File: src/rtl/fp_mul_seq_if.sv
// fp_mul_seq_if
// Handshake and data bundle for the sequential binary32 multiplier.
//   master : the requester. It drives the operands (in_valid, a, b) and
//            out_ready, and observes the result side.
//   slave  : the multiplier. It drives in_ready, out_valid, res, the
//            exception/overflow/underflow flags and busy.
interface fp_mul_seq_if;
  logic        in_valid;
  logic        in_ready;
  logic [31:0] a;
  logic [31:0] b;
  logic        out_valid;
  logic        out_ready;
  logic [31:0] res;
  logic        exception;
  logic        overflow;
  logic        underflow;
  logic        busy;

  modport master (
    output in_valid, a, b, out_ready,
    input  in_ready, out_valid, res, exception, overflow, underflow, busy
  );

  modport slave (
    input  in_valid, a, b, out_ready,
    output in_ready, out_valid, res, exception, overflow, underflow, busy
  );
endinterface

File: src/rtl/fp_mul_seq.sv
// fp_mul_seq
// Area-lean IEEE 754 binary32 multiplier. It forms the 48-bit mantissa
// product with 24 shift-and-add steps, one multiplier bit per cycle, and
// then spends one cycle normalising, rounding and packing the result.
// Subnormal inputs are not pre-normalised, and results that fall below the
// normal range are flushed to zero.
// Ports:
//   clk  rising-edge clock
//   rst  asynchronous active-high reset; returns the block to IDLE at once
//   bus  fp_mul_seq_if.slave
//        - in_valid/in_ready/a/b : operand handshake; in_ready is high only in IDLE
//        - out_valid/out_ready/res/exception/overflow/underflow : result
//          handshake; the result and flags are held while out_ready is low
//        - busy : high while an operation is in progress (MUL, NORM, DONE)
// Every output is driven from a register.
module fp_mul_seq (
  input  logic         clk,
  input  logic         rst,
  fp_mul_seq_if.slave  bus
);

  localparam logic [1:0] ST_IDLE = 2'd0;
  localparam logic [1:0] ST_MUL  = 2'd1;
  localparam logic [1:0] ST_NORM = 2'd2;
  localparam logic [1:0] ST_DONE = 2'd3;

  logic [1:0]  state_r;
  logic        sign_r;
  logic        zero_r;
  logic [7:0]  ea_r;
  logic [7:0]  eb_r;
  logic [23:0] ma_r;
  logic [23:0] mb_r;
  logic [47:0] p_r;
  logic [4:0]  cnt_r;

  logic        in_ready_r;
  logic        out_valid_r;
  logic        busy_r;
  logic [31:0] res_r;
  logic        exc_r;
  logic        ovf_r;
  logic        unf_r;

  // Values of the shift-and-add step.
  logic [24:0] add_s;
  logic [47:0] p_next_s;

  // Values of the normalise/round cycle.
  logic        norm_s;
  logic [46:0] pn_s;
  logic        round_s;
  logic [23:0] mant_sum_s;
  logic        carry_s;
  logic [22:0] mant_s;
  logic [9:0]  exp_s;
  logic        exc_cond_s;
  logic        ovf_cond_s;
  logic        unf_cond_s;
  logic [31:0] res_next_s;
  logic        exc_next_s;
  logic        ovf_next_s;
  logic        unf_next_s;

  assign bus.in_ready  = in_ready_r;
  assign bus.out_valid = out_valid_r;
  assign bus.busy      = busy_r;
  assign bus.res       = res_r;
  assign bus.exception = exc_r;
  assign bus.overflow  = ovf_r;
  assign bus.underflow = unf_r;

  // Shift-and-add step: add the multiplicand into the upper half, then shift
  // the whole accumulator right by one. The carry out becomes the new MSB.
  always_comb begin
    add_s    = 25'd0;
    p_next_s = 48'd0;
    if (mb_r[0]) begin
      add_s = {1'b0, p_r[47:24]} + {1'b0, ma_r};
    end else begin
      add_s = {1'b0, p_r[47:24]};
    end
    p_next_s = {add_s, p_r[23:1]};
  end

  // Normalise, round and pack. The exponent is computed in 10-bit two's
  // complement so that both the overflow and the underflow side can be seen.
  always_comb begin
    norm_s     = p_r[47];
    pn_s       = 47'd0;
    round_s    = 1'b0;
    mant_sum_s = 24'd0;
    carry_s    = 1'b0;
    mant_s     = 23'd0;
    exp_s      = 10'd0;
    exc_cond_s = 1'b0;
    ovf_cond_s = 1'b0;
    unf_cond_s = 1'b0;
    res_next_s = 32'd0;
    exc_next_s = 1'b0;
    ovf_next_s = 1'b0;
    unf_next_s = 1'b0;

    // Bit 47 is the integer bit once the product is normalised, so only
    // bits 46:0 are needed from here on.
    if (norm_s) begin
      pn_s = p_r[46:0];
    end else begin
      pn_s = {p_r[45:0], 1'b0};
    end

    round_s    = pn_s[23] & (|pn_s[22:0]);
    mant_sum_s = {1'b0, pn_s[46:24]} + {23'd0, round_s};
    carry_s    = mant_sum_s[23];
    // A rounding carry out of an all-ones fraction leaves the low bits at
    // zero, which is the fraction wanted for the bumped exponent.
    mant_s     = mant_sum_s[22:0];
    exp_s      = {2'b00, ea_r} + {2'b00, eb_r} - 10'd127
               + {9'd0, norm_s} + {9'd0, carry_s};

    exc_cond_s = (ea_r == 8'hFF) || (eb_r == 8'hFF);
    ovf_cond_s = !exp_s[9] && (exp_s >= 10'd255);
    unf_cond_s = exp_s[9] || (exp_s == 10'd0);

    // The checks are ordered by priority, so the flags are mutually
    // exclusive and a zero result never raises overflow or underflow.
    if (exc_cond_s) begin
      res_next_s = 32'h0000_0000;
      exc_next_s = 1'b1;
    end else if (zero_r) begin
      res_next_s = {sign_r, 31'd0};
    end else if (ovf_cond_s) begin
      res_next_s = {sign_r, 8'hFF, 23'd0};
      ovf_next_s = 1'b1;
    end else if (unf_cond_s) begin
      res_next_s = {sign_r, 31'd0};
      unf_next_s = 1'b1;
    end else begin
      res_next_s = {sign_r, exp_s[7:0], mant_s};
    end
  end

  // Control FSM, datapath registers and registered outputs.
  always_ff @(posedge clk or posedge rst) begin
    if (rst) begin
      state_r     <= ST_IDLE;
      sign_r      <= 1'b0;
      zero_r      <= 1'b0;
      ea_r        <= 8'd0;
      eb_r        <= 8'd0;
      ma_r        <= 24'd0;
      mb_r        <= 24'd0;
      p_r         <= 48'd0;
      cnt_r       <= 5'd0;
      in_ready_r  <= 1'b1;
      out_valid_r <= 1'b0;
      busy_r      <= 1'b0;
      res_r       <= 32'd0;
      exc_r       <= 1'b0;
      ovf_r       <= 1'b0;
      unf_r       <= 1'b0;
    end else begin
      case (state_r)
        ST_IDLE: begin
          if (bus.in_valid) begin
            sign_r     <= bus.a[31] ^ bus.b[31];
            // The multiplier operand is shifted out during MUL, so the zero
            // test is captured here, while both operands are still whole.
            zero_r     <= ((bus.a[30:23] == 8'd0) && (bus.a[22:0] == 23'd0))
                       || ((bus.b[30:23] == 8'd0) && (bus.b[22:0] == 23'd0));
            ea_r       <= bus.a[30:23];
            eb_r       <= bus.b[30:23];
            ma_r       <= {|bus.a[30:23], bus.a[22:0]};
            mb_r       <= {|bus.b[30:23], bus.b[22:0]};
            p_r        <= 48'd0;
            cnt_r      <= 5'd0;
            in_ready_r <= 1'b0;
            busy_r     <= 1'b1;
            state_r    <= ST_MUL;
          end
        end
        ST_MUL: begin
          p_r   <= p_next_s;
          mb_r  <= {1'b0, mb_r[23:1]};
          cnt_r <= cnt_r + 5'd1;
          if (cnt_r == 5'd23) begin
            state_r <= ST_NORM;
          end
        end
        ST_NORM: begin
          res_r       <= res_next_s;
          exc_r       <= exc_next_s;
          ovf_r       <= ovf_next_s;
          unf_r       <= unf_next_s;
          out_valid_r <= 1'b1;
          state_r     <= ST_DONE;
        end
        ST_DONE: begin
          if (bus.out_ready) begin
            out_valid_r <= 1'b0;
            busy_r      <= 1'b0;
            in_ready_r  <= 1'b1;
            state_r     <= ST_IDLE;
          end
        end
        default: begin
          state_r     <= ST_IDLE;
          out_valid_r <= 1'b0;
          busy_r      <= 1'b0;
          in_ready_r  <= 1'b1;
        end
      endcase
    end
  end

endmodule

File: src/flat_wrapper.sv
// flat-port wrapper written by rule: the top's interface ports become plain ports
module fp_mul_seq_flat 
  (clk, rst, bus_in_valid, bus_a, bus_b, bus_out_ready, bus_in_ready, bus_out_valid, bus_res, bus_exception, bus_overflow, bus_underflow, bus_busy);
  fp_mul_seq_if bus_i ();
  input  logic clk;
  input  logic rst;
  input wire logic [$bits(bus_i.in_valid)-1:0] bus_in_valid;
  input wire logic [$bits(bus_i.a)-1:0] bus_a;
  input wire logic [$bits(bus_i.b)-1:0] bus_b;
  input wire logic [$bits(bus_i.out_ready)-1:0] bus_out_ready;
  output wire logic [$bits(bus_i.in_ready)-1:0] bus_in_ready;
  output wire logic [$bits(bus_i.out_valid)-1:0] bus_out_valid;
  output wire logic [$bits(bus_i.res)-1:0] bus_res;
  output wire logic [$bits(bus_i.exception)-1:0] bus_exception;
  output wire logic [$bits(bus_i.overflow)-1:0] bus_overflow;
  output wire logic [$bits(bus_i.underflow)-1:0] bus_underflow;
  output wire logic [$bits(bus_i.busy)-1:0] bus_busy;
  assign bus_i.in_valid = bus_in_valid;
  assign bus_i.a = bus_a;
  assign bus_i.b = bus_b;
  assign bus_i.out_ready = bus_out_ready;
  assign bus_in_ready = bus_i.in_ready;
  assign bus_out_valid = bus_i.out_valid;
  assign bus_res = bus_i.res;
  assign bus_exception = bus_i.exception;
  assign bus_overflow = bus_i.overflow;
  assign bus_underflow = bus_i.underflow;
  assign bus_busy = bus_i.busy;
  fp_mul_seq u_core (.clk(clk), .rst(rst), .bus(bus_i));
endmodule
File: config.mk
export PLATFORM = sky130hd
export DESIGN_NAME = fp_mul_seq_flat
export DESIGN_NICKNAME = d
export VERILOG_FILES = /design/src/rtl/fp_mul_seq_if.sv /design/src/rtl/fp_mul_seq.sv /design/src/flat_wrapper.sv
export SDC_FILE = /design/constraint.sdc
export NUM_CORES = 1
export LEC_CHECK = 0
export ABC_AREA = 1
export BUFFER_PORTS_ARGS = -buffer_cell sky130_fd_sc_hd__buf_2
export CAP_MARGIN = 20
export CORE_UTILIZATION = 35
export CTS_BUF_LIST = sky130_fd_sc_hd__clkbuf_4 sky130_fd_sc_hd__clkbuf_8
export CTS_CLUSTER_SIZE = 16
export DETAILED_ROUTE_END_ITERATION = 8
export GPL_ROUTABILITY_DRIVEN = 1
export GPL_TIMING_DRIVEN = 0
export MAX_ROUTING_LAYER = met4
export SYNTH_ARGS = -nofsm -noshare
export SYNTH_HDL_FRONTEND = slang
export SYNTH_SLANG_ARGS = --single-unit
File: constraint.sdc
create_clock -name clk -period 6.1 [get_ports clk]
set_input_delay 1.525 -clock clk [delete_from_list [all_inputs] [get_ports clk]]
set_output_delay 1.525 -clock clk [all_outputs]
set_load 0.02 [all_outputs]
==> results of run 1 <==
==> final cells by class <==
| cell class | count | area, um2 | share of cell area, % |
|---|---|---|---|
| multi-input cells | 949 | 4980 | 44.1 |
| repair buffers | 106 | 553 | 4.89 |
| diodes | 6 | 15.0 | 0.133 |
| inverters | 175 | 664 | 5.87 |
| well taps | 378 | 473 | 4.18 |
| clock inverters | 15 | 165 | 1.46 |
| flip-flops and latches | 159 | 3980 | 35.2 |
| clock buffers | 17 | 234 | 2.07 |
| plain buffers | 52 | 243 | 2.15 |
==> routing by layer <==
| layer | part of all wire (%) | vias to the layer above | track usage [%] |
|---|---|---|---|
| li1 | - | 4697 | - |
| met1 | 47 | 4372 | 26.5 |
| met2 | 47 | 222 | 33.2 |
| met3 | 4.8 | 28 | 3.40 |
| met4 | 1.1 | 0 | 4.31 |
| met5 | 0 | - | - |
==> sequential cells by signal, summed over array words and instances (netlist names) <==
register / flops
u_core.p_r: 48
u_core.bus.busy: 1
u_core.cnt_r: 5
u_core.ea_r: 8
u_core.bus.underflow: 1
u_core.bus.exception: 1
u_core.sign_r: 1
u_core.zero_r: 1
u_core.eb_r: 8
u_core.bus.res: 32
u_core.bus.in_ready: 1
u_core.bus.out_valid: 1
u_core.state_r: 2
u_core.ma_r: 24
u_core.bus.overflow: 1
u_core.mb_r: 24
==> stage by stage <==
stage	setup TNS, ns	area [um2]	worst slack [ns]
finish	0	11300	1.46
global route	0	11300	1.06
CTS	0	11300	1.41
detailed placement	0	10900	1.41
global placement	-267.85	10900	-1.71
floorplan	0	9860	0.285
==> synthesized netlist by cell type (all sizes together) (2+ instances only) <==
master,count
nand4,56
fa,3
and2,3
clkinv,2
o211ai,28
xnor2,4
a21o,4
buf,17
nor3,16
nor2,104
a31o,3
o22ai,32
a21oi,59
or2,4
ha,44
dfrtp,158
o21bai,5
xor2,20
nor4,15
nand3b,5
inv,173
o21ai,130
clkbuf,35
a21boi,2
nand3,46
o21a,3
a211oi,2
nand2,350
nor3b,2
a22o,2
==> power by group <==
part | switching (W) | leakage (nW) | total, W | internal [W]
combinational | 0.00256 | 3.27 | 0.00378 | 0.00122
sequential | 0.000281 | 2.05 | 0.00177 | 0.00149
clock | 0.000484 | 0.196 | 0.000793 | 0.000309
total | 0.00332 | 5.52 | 0.00635 | 0.00302
==> final timing paths <==
check,from,slack [ns],endpoint
setup / recovery,u_core.p_r[47]$_DFFE_PP0P_,1.46,u_core.bus.res[22]$_DFFE_PP0P_
setup reg to reg,u_core.p_r[47]$_DFFE_PP0P_,1.46,u_core.bus.res[22]$_DFFE_PP0P_
min in group asynchronous,rst,1.03,u_core.bus.res[13]$_DFFE_PP0P_
hold reg to reg,u_core.bus.res[6]$_DFFE_PP0P_,0.48,u_core.bus.res[6]$_DFFE_PP0P_
hold / removal,u_core.bus.res[6]$_DFFE_PP0P_,0.48,u_core.bus.res[6]$_DFFE_PP0P_
max in group asynchronous,rst,4.20,u_core.bus.busy$_DFFE_PP0P_
==> cell families after synthesis <==
logic type | Yosys count | share of synthesized area, %
AO/OA/AOI/OAI | 276 | 15.9
XOR/XNOR | 24 | 2.13
adder cells (fa/ha/maj) | 47 | 6.19
buffers and inverters | 227 | 9.12
flip-flops | 159 | 40.3
AND/OR/NAND/NOR | 602 | 26.3
==> worst max-delay path, delay by kind of cell, from the launching register on <==
kind,cells,cell delay [ns]
flip-flops,1,0.48
adder cells (fa/ha/maj),3,0.88
AO/OA/AOI/OAI,1,0.10
AND/OR/NAND/NOR,17,2.11
buffers and inverters,7,1.01
==> run_results.csv, run 1 <==
group,metric,value,unit
cells_and_area,drive_above_1_share,11.5,%
yosys,synth.distinct_cells,49,
die,initial_core_util,35.5,%
die,num_rows,61,
cells_and_area,fillers,2972,
detailed_routing,postRouteAntennaNets,0,
place,gp_routability_congestion,0.934,
clock_network,cts-resized-gates,0,
clock_network,post_cts_buffers,0,
cells_and_area,finish.utilization,40.7,%
grt,grt_max_degree,121,
yosys,synth.area.top_cells,"dfrtp_1 (40%), nand2_1 (13%), inv_1 (6.5%), o21ai_0 (6.3%), ha_1 (5.6%)",
clock_network,hold_buffers,0,
sta,finalSetupViolCount,0,
sta,rsz0062_at_grt,"false",
cells_and_area,layout_common_cells,"nand2_1 (349), inv_1 (169), dfrtp_1 (158)",
die,die_x,170,um
cells_and_area,final_common_cell,"nand2_1",
yosys,synth_warnings,0,
grt,grt_pass1_wl,45.1,mm
critical_path,worst_path_most_repeated_cell,"nand2_1",
detailed_routing,drcViolationCount,0,
critical_path,slowest_delay,0.48,ns
sta,hold_slack,0.481,ns
critical_path,cp_data_required_time,6.46,ns
detailed_routing,dr.pass1.iters,5,
cells_and_area,finalNetCount,1575,
sta,fin_skew,0.0283,ns
critical_path,end_kind,"flip-flop",
die,die-area,28900,um2
yosys,ys_async_sr_fraction,100,%
yosys,syn_area_per_cell,7.39,um2
grt,track_usage,20.3,%
detailed_routing,vias_per_cell,5.02,
detailed_routing,vias,9319,
yosys,synth_top_area_share,40.1,%
yosys,synth_area,9860,um2
pwr,p_leak,5.52,nW
pwr,cellPowerDensity,561,nW/um2
detailed_routing,routed_wirelength,27.9,mm
hold_path,hp-class,"reg -> reg",
pwr,finalPower,0.00635,W
yosys,syn_inst,1335,
die,core_area,27800,um2
critical_path,worstPathMaxFanout,10,
flow_run,cap_violations,0,
sta,finalHoldViolCount,0,
sta,tightest_slew,0.959,ns
clock_network,cts_buffer_depth,2,
yosys,synth_edf_count,0,
hold_path,hold_depth,2,
sta,fin_crit_sh,76.1,%
detailed_routing,routedWlPerCell,15.0,um
yosys,synth-seq-area-share,40.3,%
clock_network,htree_levels,4,
critical_path,cp-start-kind,"flip-flop",
yosys,syn-num-nets,1450,
die,ios,106,
clock_network,cts_tree,"yes",
clock_network,cts_sinks,159,
cells_and_area,stdcell_count,1857,
clock_network,root_buffer,"clkbuf_8",
sta,max_freq,215,MHz
grt,antenna_found_initial,6,
clock_network,cts.clk_slew.worst_paths,0.11,ns
yosys,synth_top_area_cell,"dfrtp_1",
place,port_buffers,105,
yosys,synthFlopType,"dfrtp_1",
place,hpwl,21.8,mm
critical_path,reg2regPathDepth,28,
grt,globalRouteOverflowTotal,0,
die,dieHeight,170,um
pwr,ir_drop,0.000242,V
sta,slew_headroom,35.4,%
clock_network,clk-insertion-delay-late,0.47,ns
sta,post-route-min-period,4.64,ns
place,place_inst,1819,
critical_path,cp.arrival,5.00,ns
critical_path,cp_slowest_cell,"dfrtp_1",
cells_and_area,syn2layout_area_growth,14.7,%
clock_network,cts-buffers-inserted,17,
critical_path,critical_path_class,"reg -> reg",
detailed_routing,drt_iter0_drc,601,
grt,grt_pass1_vias,8806,
yosys,ys_ff_latch,159,
sta,finalMaxSlewViolations,0,
run_status,status,"finished clean",
No activity file was read; power rests on OpenSTA's default activity.
==> run 2, diff against run 1 <==
- clock period: 6.1 -> 4.6 ns (I/O delays scaled with it)
==> run_results.csv, run 2 (same netlist as run 1, synthesis figures left out) <==
group,metric,value,unit
cells_and_area,regMostFlops,"u_core.p_r",
detailed_routing,drcViolationCount,2,
critical_path,worstPathMaxFanout,8,
die,die_x,170,um
grt,grt_max_degree,39,
cells_and_area,final_common_cell,"nand2_1",
place,dpl_cell_area,11000,um2
sta,finalMaxSlewViolations,0,
sta,finalSetupViolCount,0,
critical_path,cp-start-kind,"flip-flop",
die,dieHeight,170,um
clock_network,cts.clk_slew.worst_paths,0.11,ns
critical_path,cp_slowest_cell,"dfrtp_2",
clock_network,htree_levels,4,
grt,antenna_found_initial,6,
cells_and_area,final_area,11700,um2
clock_network,root_buffer,"clkbuf_8",
critical_path,r2r_setup_slack,0.32,ns
cells_and_area,stdcell_count,1877,
flow_run,cap_violations,0,
critical_path,end_kind,"flip-flop",
cells_and_area,syn2layout_area_growth,18.5,%
pwr,cellPowerDensity,735,nW/um2
cells_and_area,fillers,2947,
cells_and_area,finalNetCount,1595,
clock_network,clk-insertion-delay-late,0.48,ns
detailed_routing,vias_per_cell,4.96,
detailed_routing,vias,9302,
die,core_area,27800,um2
run_status,failed_checks,"DRC",
sta,finalHoldViolCount,0,
die,num_rows,61,
sta,post-route-min-period,4.28,ns
sta,slew_headroom,46.6,%
run_status,status,"finished, violations left",
sta,fin_tns_setup,0,ns
sta,max_freq,234,MHz
die,initial_core_util,35.5,%
cells_and_area,finish.utilization,42.1,%
die,die-area,28900,um2
critical_path,cp_data_required_time,4.98,ns
hold_path,hp-class,"reg -> reg",
sta,tightest_slew,0.794,ns
critical_path,cp.arrival,4.65,ns
detailed_routing,dr.pass1.iters,9,
cells_and_area,drive_above_1_share,14.3,%
die,ios,106,
pwr,p_leak,5.69,nW
grt,track_usage,20.4,%
grt,grt_pass1_wl,44.7,mm
sta,fin_skew,0.0191,ns
critical_path,slowest_delay,0.48,ns
detailed_routing,routed_wirelength,27.9,mm
critical_path,path_buf_inv,9,
detailed_routing,routedWlPerCell,14.9,um
clock_network,cts_buffer_depth,2,
clock_network,cts_tree,"yes",
detailed_routing,drt_iter0_drc,555,
cells_and_area,multi_input_area,5110,um2
sta,fin_crit_sh,93.0,%
clock_network,cts-buffers-inserted,17,
critical_path,path_delay_family,"simple AND/OR/NAND/NOR gates",
detailed_routing,postRouteAntennaNets,0,
grt,globalRouteOverflowTotal,0,
place,port_buffers,105,
place,place_inst,1823,
grt,grt_pass1_vias,8787,
pwr,ir_drop,0.000270,V
place,gp_routability_congestion,0.911,
cells_and_area,register_area,3980,um2
place,hpwl,22.2,mm
clock_network,cts_sinks,159,
clock_network,hold_buffers,0,
critical_path,critical_path_class,"reg -> reg",
cells_and_area,largest_reg_flops,48,
cells_and_area,layout_common_cells,"nand2_1 (346), inv_1 (166), dfrtp_1 (157)",
run 2: worst reg2reg max path: stages, from the launching register on:
cell and delay (ns):
dfrtp_2 0.48, buf_8 0.17, buf_8 0.13, buf_8 0.12, clkinvlp_4 0.06, buf_4 0.10, o211ai_1 0.09, inv_1 0.10
ha_4 0.19, nand2_4 0.07, nor4_4 0.26, nand4_1 0.16, nor2_2 0.22, ha_2 0.21, inv_2 0.04, fa_2 0.39
nand3b_1 0.18, nand3b_1 0.19, nor2_1 0.14, nand2_1 0.06, nand2_1 0.05, nand2_1 0.10, nor2_2 0.12, nand3_2 0.10
buf_6 0.15, clkbuf_16 0.15, nand4_1 0.08, nand3_1 0.07
run 2: final timing paths:
| check | startpoint | cells past startpoint | to |
|---|---|---|---|
| min in group asynchronous | rst | 2 | u_core.ma_r[14]$_DFFE_PP0P_ |
| max reg2reg | u_core.p_r[47]$_DFFE_PP0P_ | 27 | u_core.bus.res[30]$_DFFE_PP0P_ |
| min | u_core.bus.res[8]$_DFFE_PP0P_ | 2 | u_core.bus.res[8]$_DFFE_PP0P_ |
| min reg2reg | u_core.bus.res[8]$_DFFE_PP0P_ | 2 | u_core.bus.res[8]$_DFFE_PP0P_ |
| max | u_core.p_r[47]$_DFFE_PP0P_ | 27 | u_core.bus.res[30]$_DFFE_PP0P_ |
| max in group asynchronous | rst | 5 | u_core.bus.in_ready$_DFFE_PP1P_ |
run 2: routing by layer:
| metal | wire length, um | up-vias | share of wire, % | global-route usage [%] |
|---|---|---|---|---|
| met5 | 0 | - | 0 | - |
| met4 | 567 | 0 | 2.0 | 6.38 |
| met3 | 1410 | 32 | 5.1 | 4.07 |
| met2 | 12600 | 195 | 45 | 31.9 |
| met1 | 13300 | 4324 | 48 | 26.4 |
| li1 | - | 4751 | - | - |
run 2: repair_timing:
item / 4_1_cts / 5_1_grt
buffers inserted: 2 / 12
setup endpoints to repair: 32 / 33
pin swaps: 0 / 13
gates resized for setup: 3 / 44
gates cloned: 0 / 2
endpoints found under the hold margin: 0 / 0
run 2: layout make-up:
| class | instances | area share, % |
|---|---|---|
| multi-input combinational | 949 | 43.7 |
| sequential | 159 | 34.1 |
| timing repair buffer | 126 | 6.57 |
| inverter | 175 | 5.68 |
| tap | 378 | 4.05 |
| buffer | 52 | 2.28 |
| clock buffer | 17 | 2.00 |
| clock inverter | 15 | 1.50 |
| antenna | 6 | 0.128 |
run 2: report_power, final:
| part | internal [W] | switching, W |
|---|---|---|
| combinational | 0.00173 | 0.00345 |
| clock | 0.000410 | 0.000643 |
| sequential | 0.00198 | 0.000372 |
| total | 0.00412 | 0.00446 |
run 2: stage by stage:
stage / worst slack, ns / hold slack (ns) / power (W)
2_1_floorplan: 0.934 / 0.450 / 0.00595
3_3_place_gp: -0.198 / 0.458 / 0.00725
3_5_place_dp: -0.187 / 0.461 / 0.00733
4_1_cts: 0.000534 / 0.488 / 0.00842
5_1_grt: -0.0137 / 0.507 / 0.00941
6_report: 0.324 / 0.480 / 0.00859
==> run 3, diff against run 2 <==
- clock period: 4.6 -> 5.3 ns (I/O delays scaled with it)
==> run_results.csv, run 3 (same netlist as run 1, synthesis figures left out) <==
group,metric,value,unit
run_status,status,"finished, violations left",
run_status,failed_checks,"DRC",
critical_path,cp.depth,23,
grt,grt_pass1_wl,44.7,mm
critical_path,path_buf_inv,4,
sta,fin_skew,0.0196,ns
detailed_routing,vias_per_cell,4.95,
hold_path,hp-class,"reg -> reg",
grt,antenna_found_initial,6,
critical_path,worst_path_most_repeated_cell,"nand2_1",
sta,fin_tns_setup,0,ns
pwr,cellPowerDensity,639,nW/um2
critical_path,crit_end,"u_core.bus.res[3]$_DFFE_PP0P_",
clock_network,root_buffer,"clkbuf_8",
die,die-area,28900,um2
place,port_buffers,105,
clock_network,htree_levels,4,
clock_network,clk-insertion-delay-late,0.48,ns
clock_network,post_cts_buffers,0,
place,gp_routability_congestion,0.911,
cells_and_area,final_common_cell,"nand2_1",
critical_path,r2r-start,"u_core.p_r[47]$_DFFE_PP0P_",
detailed_routing,routedWlPerCell,14.8,um
sta,post-route-min-period,4.73,ns
cells_and_area,syn2layout_area_growth,15.6,%
sta,finalHoldViolCount,0,
flow_run,cap_violations,0,
cells_and_area,drive_above_1_share,11.8,%
critical_path,cp_slowest_cell,"o21ai_0",
sta,slew_headroom,26.7,%
grt,grt_pass1_vias,8785,
die,dieHeight,170,um
die,ios,106,
detailed_routing,vias,9216,
sta,rsz0062_at_grt,"false",
critical_path,worstReg2RegEnd,"u_core.bus.res[3]$_DFFE_PP0P_",
cells_and_area,layout_common_cells,"nand2_1 (349), inv_1 (169), dfrtp_1 (158)",
sta,finalSetupViolCount,0,
sta,fin_crit_sh,89.3,%
critical_path,critPathLaunch,"u_core.p_r[47]$_DFFE_PP0P_",
die,num_rows,61,
critical_path,cp-start-kind,"flip-flop",
pwr,finalPower,0.00729,W
cells_and_area,finalNetCount,1579,
critical_path,worstPathMaxFanout,10,
cells_and_area,fillers,2973,
detailed_routing,drcViolationCount,2,
critical_path,cp_data_required_time,5.67,ns
grt,globalRouteOverflowTotal,0,
cells_and_area,regMostFlops,"u_core.p_r",
critical_path,cp_cell_sequence,"buf_6 -> o21ai_0 -> nand4_1 -> nor2_1 -> nand2_1 -> nor4_1 -> nand4_1 -> nor2_1 -> ha_1 -> inv_1 -> fa_1 -> nand3b_1 -> nand3b_1 -> nor2_1 -> nand2_1 -> nand2_1 -> nand2_1 -> nor2_1 -> nand3_1 -> buf_6 -> buf_6 -> nand4_1 -> nand2_1",
clock_network,hold_buffers,0,
die,initial_core_util,35.5,%
clock_network,cts.clk_slew.worst_paths,0.10,ns
cells_and_area,final_area,11400,um2
critical_path,reg2regPathDepth,23,
clock_network,cts_tree,"yes",
detailed_routing,postRouteAntennaNets,0,
pwr,ir_drop,0.000234,V
clock_network,cts-resized-gates,0,
die,die_x,170,um
grt,grt_max_degree,39,
detailed_routing,drt_iter0_drc,585,
grt,track_usage,20.4,%
critical_path,path_delay_family,"simple AND/OR/NAND/NOR gates",
critical_path,r2r_setup_slack,0.57,ns
sta,finalMaxSlewViolations,0,
cells_and_area,largest_reg_flops,48,
cells_and_area,stdcell_count,1861,
die,core_area,27800,um2
critical_path,end_kind,"flip-flop",
pwr,p_leak,5.56,nW
sta,tightest_slew,1.09,ns
critical_path,slowest_delay,0.63,ns
clock_network,cts-buffers-inserted,17,
detailed_routing,dr.pass1.iters,7,
sta,hold_slack,0.481,ns
detailed_routing,routed_wirelength,27.5,mm
critical_path,critical_path_class,"reg -> reg",
critical_path,cp.arrival,5.10,ns
place,dpl_cell_area,11000,um2
clock_network,cts_buffer_depth,2,
place,hpwl,22.2,mm
sta,max_freq,211,MHz
place,place_inst,1823,
clock_network,cts_sinks,159,
[run 3: cell type report]
cell class,count,area (um2),area share [%]
antenna,6,15.0,0.132
clock buffer,17,234,2.05
clock inverter,15,175,1.54
inverter,175,661,5.80
tap,378,473,4.15
sequential,159,3980,34.9
buffer,52,243,2.13
multi-input combinational,949,4980,43.7
timing repair buffer,110,633,5.55
[run 3: how the worst min path moves through the flow]
| stage | from | to | slack (ns) | cells after the start |
|---|---|---|---|---|
| after global placement | u_core.bus.res[3]$_DFFE_PP0P_ | u_core.bus.res[3]$_DFFE_PP0P_ | 0.46 | 2 |
| final | u_core.bus.res[8]$_DFFE_PP0P_ | u_core.bus.res[8]$_DFFE_PP0P_ | 0.48 | 2 |
| after floorplan | u_core.zero_r$_DFFE_PP0P_ | u_core.zero_r$_DFFE_PP0P_ | 0.45 | 2 |
| after CTS | u_core.bus.res[8]$_DFFE_PP0P_ | u_core.bus.res[8]$_DFFE_PP0P_ | 0.49 | 2 |
| after detailed placement | u_core.bus.res[13]$_DFFE_PP0P_ | u_core.bus.res[13]$_DFFE_PP0P_ | 0.46 | 2 |
| after global routing | u_core.bus.res[11]$_DFFE_PP0P_ | u_core.bus.res[11]$_DFFE_PP0P_ | 0.51 | 2 |
[run 3: worst reg2reg max path: cells and delay by family (launching register included)]
kind	cells	cell delay, ns
DFF	1	0.47
AOI/OAI and AO/OA	1	0.63
and+or+nand+nor	16	2.37
buffers and inverters	4	0.53
adders and majority gates	2	0.63
[run 3: through the flow]
| step | setup WS [ns] | utilization, % |
|---|---|---|
| floorplan | 1.63 | - |
| CTS | 0.513 | 41.0 |
| global route | 0.116 | 41.0 |
| finish | 0.567 | 41.0 |
| detailed placement | 0.513 | 39.5 |
| global placement | 0.502 | 39.1 |
[run 3: where the power goes]
part           internal, W  total, W  switching [W]
registers          0.00172   0.00204       0.000322
logic              0.00141   0.00433        0.00292
clock network     0.000356  0.000914       0.000558
total              0.00349   0.00729        0.00380
[run 3: routing by layer]
metal  share of wire [%]  vias up  GRT usage [%]  wire length (um)
met3                 4.5       29           4.07              1240
met5                   0        -              -                 0
met2                  45      185           31.9             12300
li1                    -     4717              -                 -
met4                 2.1        0           6.38               569
met1                  49     4285           26.4             13400
